$ cat src/rtl/snn_pkg.sv
// Shared defaults and helpers for the spiking-neuron datapath (synaptic stage and LIF neuron).
package snn_pkg;

   localparam int DEF_I_WIDTH   = 8;
   localparam int DEF_W_WIDTH   = 8;
   localparam int DEF_TAU_SHIFT = 2;
   localparam logic [DEF_W_WIDTH-1:0] DEF_WEIGHT_INIT = 8'd16;

   // Unsigned add that clamps at all-ones instead of wrapping.
   function automatic logic [DEF_I_WIDTH-1:0] satAdd(input logic [DEF_I_WIDTH-1:0] a,
                                                     input logic [DEF_I_WIDTH-1:0] b);
      logic [DEF_I_WIDTH:0] s;
      s = {1'b0, a} + {1'b0, b};
      return s[DEF_I_WIDTH] ? '1 : s[DEF_I_WIDTH-1:0];
   endfunction

endpackage

$ cat src/rtl/synapse_weight_bank.sv
// Per-input synaptic weight register file: synchronous write, all weights readable at once.
module synapse_weight_bank
   import snn_pkg::*;
#(
   parameter int N_IN = 4,
   parameter int W_WIDTH = DEF_W_WIDTH,
   parameter logic [W_WIDTH-1:0] WEIGHT_INIT = W_WIDTH'(DEF_WEIGHT_INIT),
   localparam int A_WIDTH = (N_IN > 1) ? $clog2(N_IN) : 1
) (
   input  logic                          clk_i,
   input  logic                          rst_i,
   input  logic                          wr_en_i,
   input  logic [A_WIDTH-1:0]            wr_addr_i,
   input  logic [W_WIDTH-1:0]            wr_data_i,
   output logic [N_IN-1:0][W_WIDTH-1:0]  weights_o
);

   logic [N_IN-1:0][W_WIDTH-1:0] weights_q;

   // An address matching no entry simply selects nothing, so out-of-range writes vanish.
   always_ff @(posedge clk_i) begin
      if (rst_i) begin
         weights_q <= {N_IN{WEIGHT_INIT}};
      end else begin
         for (int i = 0; i < N_IN; i++) begin
            if (wr_en_i && (wr_addr_i == A_WIDTH'(i))) begin
               weights_q[i] <= wr_data_i;
            end
         end
      end
   end

   assign weights_o = weights_q;

endmodule

$ cat src/rtl/synaptic_current_gen.sv
// Turns presynaptic spikes into the neuron's synaptic current: weighted sum, shift decay, clamp.
module synaptic_current_gen
   import snn_pkg::*;
#(
   parameter int N_IN = 4,
   parameter int W_WIDTH = DEF_W_WIDTH,
   parameter int I_WIDTH = DEF_I_WIDTH,
   parameter int TAU_SHIFT = DEF_TAU_SHIFT,
   parameter logic [W_WIDTH-1:0] WEIGHT_INIT = W_WIDTH'(DEF_WEIGHT_INIT),
   localparam int A_WIDTH = (N_IN > 1) ? $clog2(N_IN) : 1
) (
   input  logic               clk,
   input  logic               rst_n,
   input  logic [N_IN-1:0]    spike_in,
   input  logic               clear,
   input  logic               wr_en,
   input  logic [A_WIDTH-1:0] wr_addr,
   input  logic [W_WIDTH-1:0] wr_data,
   output logic [I_WIDTH-1:0] Isyn,
   output logic               sat
);

   localparam int SUM_W = W_WIDTH + $clog2(N_IN);
   localparam int CMP_W = (SUM_W > I_WIDTH) ? SUM_W : I_WIDTH;
   localparam logic [I_WIDTH-1:0] I_MAX = '1;

   logic [N_IN-1:0][W_WIDTH-1:0] weights;
   logic [N_IN-1:0]    spk_q;
   logic [I_WIDTH-1:0] sum_q, sum_d;
   logic               sumSat_q, sumSat_d;
   logic [I_WIDTH-1:0] isyn_q, isyn_d;
   logic               sat_q, sat_d;

   logic [SUM_W-1:0]   sumWide;
   logic [CMP_W-1:0]   sumExt;
   logic [I_WIDTH-1:0] shifted;
   logic [I_WIDTH-1:0] dec;
   logic [I_WIDTH-1:0] decayed;
   logic [I_WIDTH:0]   nxt;

   synapse_weight_bank #(
      .N_IN        (N_IN),
      .W_WIDTH     (W_WIDTH),
      .WEIGHT_INIT (WEIGHT_INIT)
   ) u_weights (
      .clk_i     (clk),
      .rst_i     (rst_n),
      .wr_en_i   (wr_en),
      .wr_addr_i (wr_addr),
      .wr_data_i (wr_data),
      .weights_o (weights)
   );

   // Full-width sum of the active weights, clamped only once every term is in.
   always_comb begin
      sumWide = '0;
      for (int i = 0; i < N_IN; i++) begin
         if (spk_q[i]) begin
            sumWide = sumWide + SUM_W'(weights[i]);
         end
      end
      sumExt   = CMP_W'(sumWide);
      sumSat_d = (sumExt > CMP_W'(I_MAX));
      sum_d    = sumSat_d ? I_MAX : sumExt[I_WIDTH-1:0];
   end

   // A nonzero current always loses at least 1, so small values cannot stall above 0.
   always_comb begin
      shifted = isyn_q >> TAU_SHIFT;
      if (shifted != '0) begin
         dec = shifted;
      end else begin
         dec = (isyn_q != '0) ? I_WIDTH'(1) : '0;
      end
      decayed = isyn_q - dec;
      nxt     = {1'b0, decayed} + {1'b0, sum_q};
      isyn_d  = nxt[I_WIDTH] ? I_MAX : nxt[I_WIDTH-1:0];
      sat_d   = sumSat_q || nxt[I_WIDTH];
   end

   // Reset and clear both flush the whole pipeline; only reset touches the weights.
   always_ff @(posedge clk) begin
      if (rst_n || clear) begin
         spk_q    <= '0;
         sum_q    <= '0;
         sumSat_q <= 1'b0;
         isyn_q   <= '0;
         sat_q    <= 1'b0;
      end else begin
         spk_q    <= spike_in;
         sum_q    <= sum_d;
         sumSat_q <= sumSat_d;
         isyn_q   <= isyn_d;
         sat_q    <= sat_d;
      end
   end

   assign Isyn = isyn_q;
   assign sat  = sat_q;

endmodule

$ cat config.mk
export PLATFORM = sky130hd
export DESIGN_NAME = synaptic_current_gen
export DESIGN_NICKNAME = d
export VERILOG_FILES = /design/src/rtl/snn_pkg.sv /design/src/rtl/synapse_weight_bank.sv /design/src/rtl/synaptic_current_gen.sv
export SDC_FILE = /design/constraint.sdc
export NUM_CORES = 1
export LEC_CHECK = 0
export CORE_MARGIN = 2
export CORE_UTILIZATION = 40
export DETAILED_ROUTE_END_ITERATION = 16
export SETUP_SLACK_MARGIN = 0.05
export SYNTH_ARGS = -nofsm -noshare
export SYNTH_HDL_FRONTEND = slang
export SYNTH_SLANG_ARGS = --single-unit
$ cat constraint.sdc
create_clock -name clk -period 6 [get_ports clk]
set_input_delay 1.2 -clock clk [delete_from_list [all_inputs] [get_ports clk]]
set_output_delay 1.2 -clock clk [all_outputs]
set_load 0.05 [all_outputs]
==> flow_metrics.env, run 1 <==
export IMPL_status="completed"
export IMPL_dp_hpwl_um=7100
export IMPL_post_route_cells_drive_above_1_share=0.0674
export IMPL_dr_total_vias=3149
export IMPL_clk_latency_ps=310
export IMPL_via_count_of_the_first_global_routing_pass=3088
export IMPL_cp_end_kind="register"
export IMPL_clkTransAtPathRegs_ps=100
export IMPL_worstReg2RegStart="spk_q[0]"
export IMPL_maxCapViolCount=0
export IMPL_critical_path_max_fanout=9
export IMPL_cts_htree_levels=2
export IMPL_finalNetCount=536
export IMPL_total_power_mw=1.54
export IMPL_post_cts_resized_instances=0
export IMPL_drt_first_pass_iters=4
export IMPL_r2r_end="sum_q[5]"
export IMPL_synthesis_area_um2=3830
export IMPL_worstHoldEndpoint="sat"
export IMPL_finalMaxSlewViolations=0
export IMPL_rsz_0062_raised_after_global_routing="false"
export IMPL_routed_wirelength_um=8810
export IMPL_slowest_delay_ps=440
export IMPL_pre_cts_ws_ps=1020
export IMPL_boundaryPins=27
export IMPL_power_density_nw_per_um2=358
export IMPL_synth_warnings=0
export IMPL_viasPerCell=5.21
export IMPL_synth_fp_nets=517
export IMPL_global_route_congestion_overflow_total=0
export IMPL_hold_ws_ps=438
export IMPL_synth_seq_cells=54
export IMPL_std_cell_rows=35
export IMPL_grt_util_all_layers=0.181
export IMPL_synth_cells=455
export IMPL_timing_critical_path_slowest_stage_cell="sky130_fd_sc_hd__dfxtp_1"
export IMPL_clock_fmax_ghz=0.199
export IMPL_maximum_number_of_pins_on_one_net_before_global_route_repair=35
export IMPL_drc_errors=0
export IMPL_overall_die_area_um2=10400
export IMPL_yosys_area_top_type="sky130_fd_sc_hd__dfxtp_1"
export IMPL_hold_viol=0
export IMPL_regToRegSetupSlack_ps=960
export IMPL_yosysUniqueCellTypes=60
export IMPL_timing_hold_worst_start="sumSat_q"
export IMPL_initial_antenna_violation_count=0
export IMPL_worstSetupPathType="register to register"
export IMPL_postLayoutSetupSlackWorst_ps=963
export IMPL_cp_data_required_time_ps=6190
export IMPL_r2r_worst_path_cells=22
export IMPL_clockRootBuffer="sky130_fd_sc_hd__clkbuf_8"
export IMPL_drtIter0Drc=218
export IMPL_post_route_period_util=0.840
export IMPL_timing_hold_worst_class="register to register"
export IMPL_finish_utilization=0.466
export IMPL_hold_path_cell_count=2
export IMPL_power_leakage_nw=1.75
export IMPL_critPathArrivalTime_ps=5230
export IMPL_clockBufferDepth=2
export IMPL_period_minus_slack_ps=5040
export IMPL_critPathLaunchType="register"
export IMPL_setup_tns_final_ps=0
export IMPL_place_gp_congestion=0.868
export IMPL_yosys_most_used_dff="sky130_fd_sc_hd__dfxtp_1"
export IMPL_timing_clock_skew_ps=10.1
export IMPL_final_antenna_net_count=0
export IMPL_holdBufCountCts=0
export IMPL_synth_yosys_seq_area_share=0.283
export IMPL_synth_top_area_frac=0.283
export IMPL_synth_enable_flop_cells=0
export IMPL_fp_dieH_um=102
export IMPL_slew_headroom=0.525
export IMPL_timing_final_setup_violations=0
export IMPL_num_antenna_cells=0
export IMPL_cts_tree="yes"
export IMPL_cts_sinks=54
export IMPL_yosys_top_cells_area="sky130_fd_sc_hd__dfxtp_1 (28%), sky130_fd_sc_hd__ha_1 (13%), sky130_fd_sc_hd__a21oi_1 (5.6%), sky130_fd_sc_hd__nand2_1 (4.9%), sky130_fd_sc_hd__mux2i_1 (4.4%)"
export IMPL_wl_per_cell_um=14.6
export IMPL_start_util=0.414
export IMPL_buf_inv_stages_crit_path=1
export IMPL_numCtsBuffers=5
export IMPL_floorplan_core_area_um2=9240
export IMPL_timing_worst_slew_pin_value_ps=712
export IMPL_vdd_ir_drop_max_mv=0.188
export IMPL_area_delta_synth_final_pct=12.7
export IMPL_die_w_um=102
export IMPL_mapped_avg_cell_area_um2=8.41
export IMPL_worstPathCellList="and2_1 -> ha_1 -> inv_1 -> fa_1 -> nor2b_1 -> o31a_1 -> a21oi_1 -> mux2_2 -> ha_1 -> o21a_1 -> o31a_1 -> o31ai_4 -> a21bo_1 -> a21oi_1 -> ha_1 -> a21oi_1 -> o21ai_0 -> and2_1 -> a2111oi_4 -> mux2i_2 -> o21ai_4 -> a41oi_2"
export IMPL_largest_delay_contributor_family_on_the_critical_path="compound AO/OA/AOI/OAI gates"
export IMPL_cts_repair_timing_setup_buffer_count=0
export IMPL_buffer_ports_inserted=26
export IMPL_grt_first_pass_wirelength_um=14700
export IMPL_postSynth_asyncResetShare=0
cell usage after synthesis, drive strengths merged, types with 6 or more instances:
cell / instances
a21oi: 43
and2: 8
nor2b: 8
nor3: 6
ha: 39
o21a: 12
o21ai: 28
dfxtp: 54
mux2i: 18
xnor2: 11
xor2: 7
inv: 36
nand2: 51
nor2: 37
clkbuf: 13
a31oi: 7
a21o: 8
a211oi: 9
through the flow:
stage          cells  cell area (um^2)
2_1_floorplan    455              3830
3_3_place_gp     596              4200
3_5_place_dp     596              4200
4_1_cts          604              4310
5_1_grt          604              4310
6_report         604              4310
worst reg2reg max path: cells and delay by family (launching register included):
kind                     cells  cell delay (ps)
AO/OA/AOI/OAI               12             2220
adder cells (fa/ha/maj)      4             1210
buffers and inverters        1               60
flip-flops                   1              440
multiplexers                 2              430
AND/OR/NAND/NOR              3              560
per-layer routing:
metal	share of wire	up-vias	global-route usage
li1	-	1646	-
met3	0.032	13	0.0242
met1	0.48	1436	0.244
met4	0.017	0	0.0509
met5	0	-	0
met2	0.47	54	0.303
area by class of cell:
cell class | instances | area [um^2]
clock inverters | 2 | 37.5
flip-flops and latches | 54 | 1080
clock buffers | 6 | 72.6
fillers | 932 | 4930
well taps | 129 | 161
multi-input cells | 349 | 2550
inverters | 36 | 135
repair buffers | 28 | 275
where the power goes:
part	total [mW]	switching, mW	internal, mW	leakage (nW)
Sequential	0.425	0.0314	0.394	0.440
Combinational	0.869	0.492	0.378	1.26
Clock	0.249	0.124	0.125	0.0514
Total	1.54	0.647	0.896	1.75
worst max path at each step:
stage / startpoint / to / cells after the start
2_1_floorplan: spk_q[0] / sum_q[5] / 22
3_3_place_gp: spk_q[0] / sum_q[5] / 22
3_5_place_dp: spk_q[0] / sum_q[5] / 22
4_1_cts: spk_q[0] / sum_q[5] / 22
5_1_grt: spk_q[0] / sum_q[5] / 22
6_report: spk_q[0] / sum_q[5] / 22
registers in the layout (all words and copies together) (netlist names):
signal and count:
Isyn 8, spk_q 4, u_weights.weights_o 32, sat 1, sum_q 8, sumSat_q 1
kinds of logic (layout without fill, tap and decap cells):
| group | count (synthesis) | count (layout) | synth area share |
|---|---|---|---|
| buffers and inverters | 52 | 72 | 0.0517 |
| adders and majority gates | 44 | 44 | 0.154 |
| DFF | 54 | 54 | 0.283 |
| muxes | 23 | 23 | 0.0628 |
| xor gates and xnor gates | 18 | 18 | 0.0412 |
| and+or+nand+nor | 125 | 125 | 0.151 |
| AOI/OAI and AO/OA | 139 | 139 | 0.257 |
cells in the final DEF (no fill, tap or decap), types with 5 or more instances in the layout:
cell type                         netlist  layout
sky130_fd_sc_hd__dfxtp_1               54      54
sky130_fd_sc_hd__nand2_1               50      50
sky130_fd_sc_hd__a21oi_1               43      43
sky130_fd_sc_hd__ha_1                  39      39
sky130_fd_sc_hd__nor2_1                37      37
sky130_fd_sc_hd__inv_1                 36      36
sky130_fd_sc_hd__clkdlybuf4s50_1        0      26
sky130_fd_sc_hd__o21ai_0               23      23
sky130_fd_sc_hd__mux2i_1               17      17
sky130_fd_sc_hd__o21a_1                12      12
sky130_fd_sc_hd__xnor2_1               11      11
sky130_fd_sc_hd__and2_1                 8       8
sky130_fd_sc_hd__xor2_1                 7       7
sky130_fd_sc_hd__a211oi_1               7       7
sky130_fd_sc_hd__a21o_1                 7       7
sky130_fd_sc_hd__nor2b_1                6       6
sky130_fd_sc_hd__nor3_1                 6       6
sky130_fd_sc_hd__a31oi_1                6       6
sky130_fd_sc_hd__mux2_2                 5       5
sky130_fd_sc_hd__fa_1                   5       5
sky130_fd_sc_hd__clkbuf_8               0       5
Power figures use the tool's default switching activity.
==> inputs of run 2 (changes only) <==
==> constraint.sdc (replaced) <==
create_clock -name clk -period 4.7 [get_ports clk]
set_input_delay 0.94 -clock clk [delete_from_list [all_inputs] [get_ports clk]]
set_output_delay 0.94 -clock clk [all_outputs]
set_load 0.05 [all_outputs]
==> flow_metrics.env, run 2 (synthesized netlist as in run 1, its figures left out) <==
export IMPL_grt_first_pass_wirelength_um=14300
export IMPL_post_route_period_util=0.962
export IMPL_layout_cells_most_common_list="sky130_fd_sc_hd__dfxtp_1 (53), sky130_fd_sc_hd__nand2_1 (48), sky130_fd_sc_hd__a21oi_1 (41)"
export IMPL_nFillCells=906
export IMPL_period_minus_slack_ps=4520
export IMPL_total_power_mw=1.99
export IMPL_clockBufferDepth=2
export IMPL_maximum_number_of_pins_on_one_net_before_global_route_repair=23
export IMPL_maxCapViolCount=0
export IMPL_dr_total_vias=3290
export IMPL_via_count_of_the_first_global_routing_pass=3026
export IMPL_dp_cells=605
export IMPL_post_route_cells_drive_above_1_share=0.167
export IMPL_timing_clock_skew_ps=9.95
export IMPL_drt_first_pass_iters=4
export IMPL_rsz_0062_raised_after_global_routing="false"
export IMPL_critical_path_max_fanout=5
export IMPL_overall_die_area_um2=10400
export IMPL_grt_util_all_layers=0.177
export IMPL_numCtsBuffers=5
export IMPL_critPathLaunchType="register"
export IMPL_std_cell_rows=35
export IMPL_status="completed"
export IMPL_wl_per_cell_um=14.9
export IMPL_timing_worst_slew_pin_value_ps=724
export IMPL_setup_tns_final_ps=0
export IMPL_cts_sinks=54
export IMPL_worstSetupPathType="register to register"
export IMPL_worstSetupStartpoint="spk_q[0]"
export IMPL_cp_data_required_time_ps=4890
export IMPL_global_route_congestion_overflow_total=0
export IMPL_timing_hold_worst_class="register to register"
export IMPL_largest_register_ffs=32
export IMPL_dp_hpwl_um=6970
export IMPL_cp_end_kind="register"
export IMPL_power_density_nw_per_um2=426
export IMPL_boundaryPins=27
export IMPL_fin_cells=621
export IMPL_hold_viol=0
export IMPL_cts_htree_levels=2
export IMPL_fp_dieH_um=102
export IMPL_drtIter0Drc=190
export IMPL_power_leakage_nw=1.87
export IMPL_timing_hold_worst_start="sumSat_q"
export IMPL_final_antenna_net_count=0
export IMPL_clkTransAtPathRegs_ps=100
export IMPL_num_antenna_cells=0
export IMPL_die_w_um=102
export IMPL_layout_commonest_cell="sky130_fd_sc_hd__dfxtp_1"
export IMPL_timing_final_setup_violations=0
export IMPL_initial_antenna_violation_count=0
export IMPL_drc_errors=0
export IMPL_routed_wirelength_um=9220
export IMPL_start_util=0.414
export IMPL_clock_fmax_ghz=0.221
export IMPL_finalNetCount=553
export IMPL_area_delta_synth_final_pct=22.1
export IMPL_clockRootBuffer="sky130_fd_sc_hd__clkbuf_8"
export IMPL_finish_utilization=0.506
export IMPL_vdd_ir_drop_max_mv=0.217
export IMPL_clk_latency_ps=320
export IMPL_buffer_ports_inserted=26
export IMPL_critPathArrivalTime_ps=4710
export IMPL_slew_headroom=0.517
export IMPL_floorplan_core_area_um2=9240
export IMPL_worstReg2RegStart="spk_q[0]"
export IMPL_place_gp_congestion=0.861
export IMPL_finalMaxSlewViolations=0
export IMPL_viasPerCell=5.30
export IMPL_cts_tree="yes"
export IMPL_hold_ws_ps=431
[run 2: cell types whose count changed in the layout (fill, tap and decap cells not counted), moves of 3 or more]
cell                      delta
sky130_fd_sc_hd__o22ai_2     +3
sky130_fd_sc_hd__ha_1        -7
sky130_fd_sc_hd__ha_4        +6
sky130_fd_sc_hd__buf_4      +15
sky130_fd_sc_hd__o21ai_0     -4
sky130_fd_sc_hd__o22ai_1     -3
[run 2: critical path, cell delays in order, from the launching register on]
cell and delay (ps):
sky130_fd_sc_hd__dfxtp_2 370, sky130_fd_sc_hd__and2_4 160, sky130_fd_sc_hd__ha_4 130, sky130_fd_sc_hd__inv_2 40, sky130_fd_sc_hd__fa_2 400, sky130_fd_sc_hd__nor2b_2 130
sky130_fd_sc_hd__o31a_1 180, sky130_fd_sc_hd__a21oi_1 50, sky130_fd_sc_hd__mux2_4 280, sky130_fd_sc_hd__ha_4 220, sky130_fd_sc_hd__buf_6 120, sky130_fd_sc_hd__nand3_2 60
sky130_fd_sc_hd__o22ai_2 90, sky130_fd_sc_hd__or4_4 510, sky130_fd_sc_hd__o21ai_4 90, sky130_fd_sc_hd__xnor2_2 90, sky130_fd_sc_hd__mux2_4 290, sky130_fd_sc_hd__ha_4 300
sky130_fd_sc_hd__nand2_4 50, sky130_fd_sc_hd__a2111oi_4 330, sky130_fd_sc_hd__mux2i_2 170, sky130_fd_sc_hd__o21ai_4 230, sky130_fd_sc_hd__a41oi_2 110
[run 2: routing by layer]
layer | global-route usage | vias up | part of all wire
li1 | - | 1680 | -
met1 | 0.219 | 1537 | 0.45
met2 | 0.315 | 62 | 0.49
met3 | 0.0255 | 11 | 0.041
met4 | 0.0530 | 0 | 0.015
met5 | 0 | - | 0
[run 2: power by group]
part | total [mW] | internal, mW | switching (mW)
Combinational | 1.12 | 0.496 | 0.628
Sequential | 0.542 | 0.503 | 0.0392
Clock | 0.322 | 0.159 | 0.163
[run 2: worst paths after layout]
kind,endpoint,slack [ps],cells past startpoint
min reg2reg,sat,430,2
min,sat,430,2
max reg2reg,sum_q[5],180,22
max,sum_q[5],180,22
[run 2: per-stage QoR]
| step | area [um^2] | worst slack, ps |
|---|---|---|
| after floorplan | 3830 | 148 |
| after global placement | 4270 | 4.79 |
| after detailed placement | 4270 | -138 |
| after CTS | 4410 | 55.5 |
| after global routing | 4670 | 1.86 |
| final | 4670 | 179 |
[run 2: what timing repair did]
item / 4_1_cts / 5_1_grt
hold endpoints to repair: 0 / 0
setup endpoints to repair: 9 / 9
hold buffers: 0 / 0
resized for setup: 8 / 38
cloned: 1 / 0
pin swaps: 2 / 19
setup buffers: 0 / 7
[run 2: layout make-up]
| cell class | count | area (um^2) | share of cell area |
|---|---|---|---|
| clock buffers | 6 | 72.6 | 0.0155 |
| clock inverters | 2 | 37.5 | 0.00803 |
| inverters | 36 | 135 | 0.0289 |
| multi-input cells | 350 | 2790 | 0.596 |
| flip-flops and latches | 54 | 1080 | 0.232 |
| well taps | 129 | 161 | 0.0345 |
| repair buffers | 44 | 399 | 0.0854 |
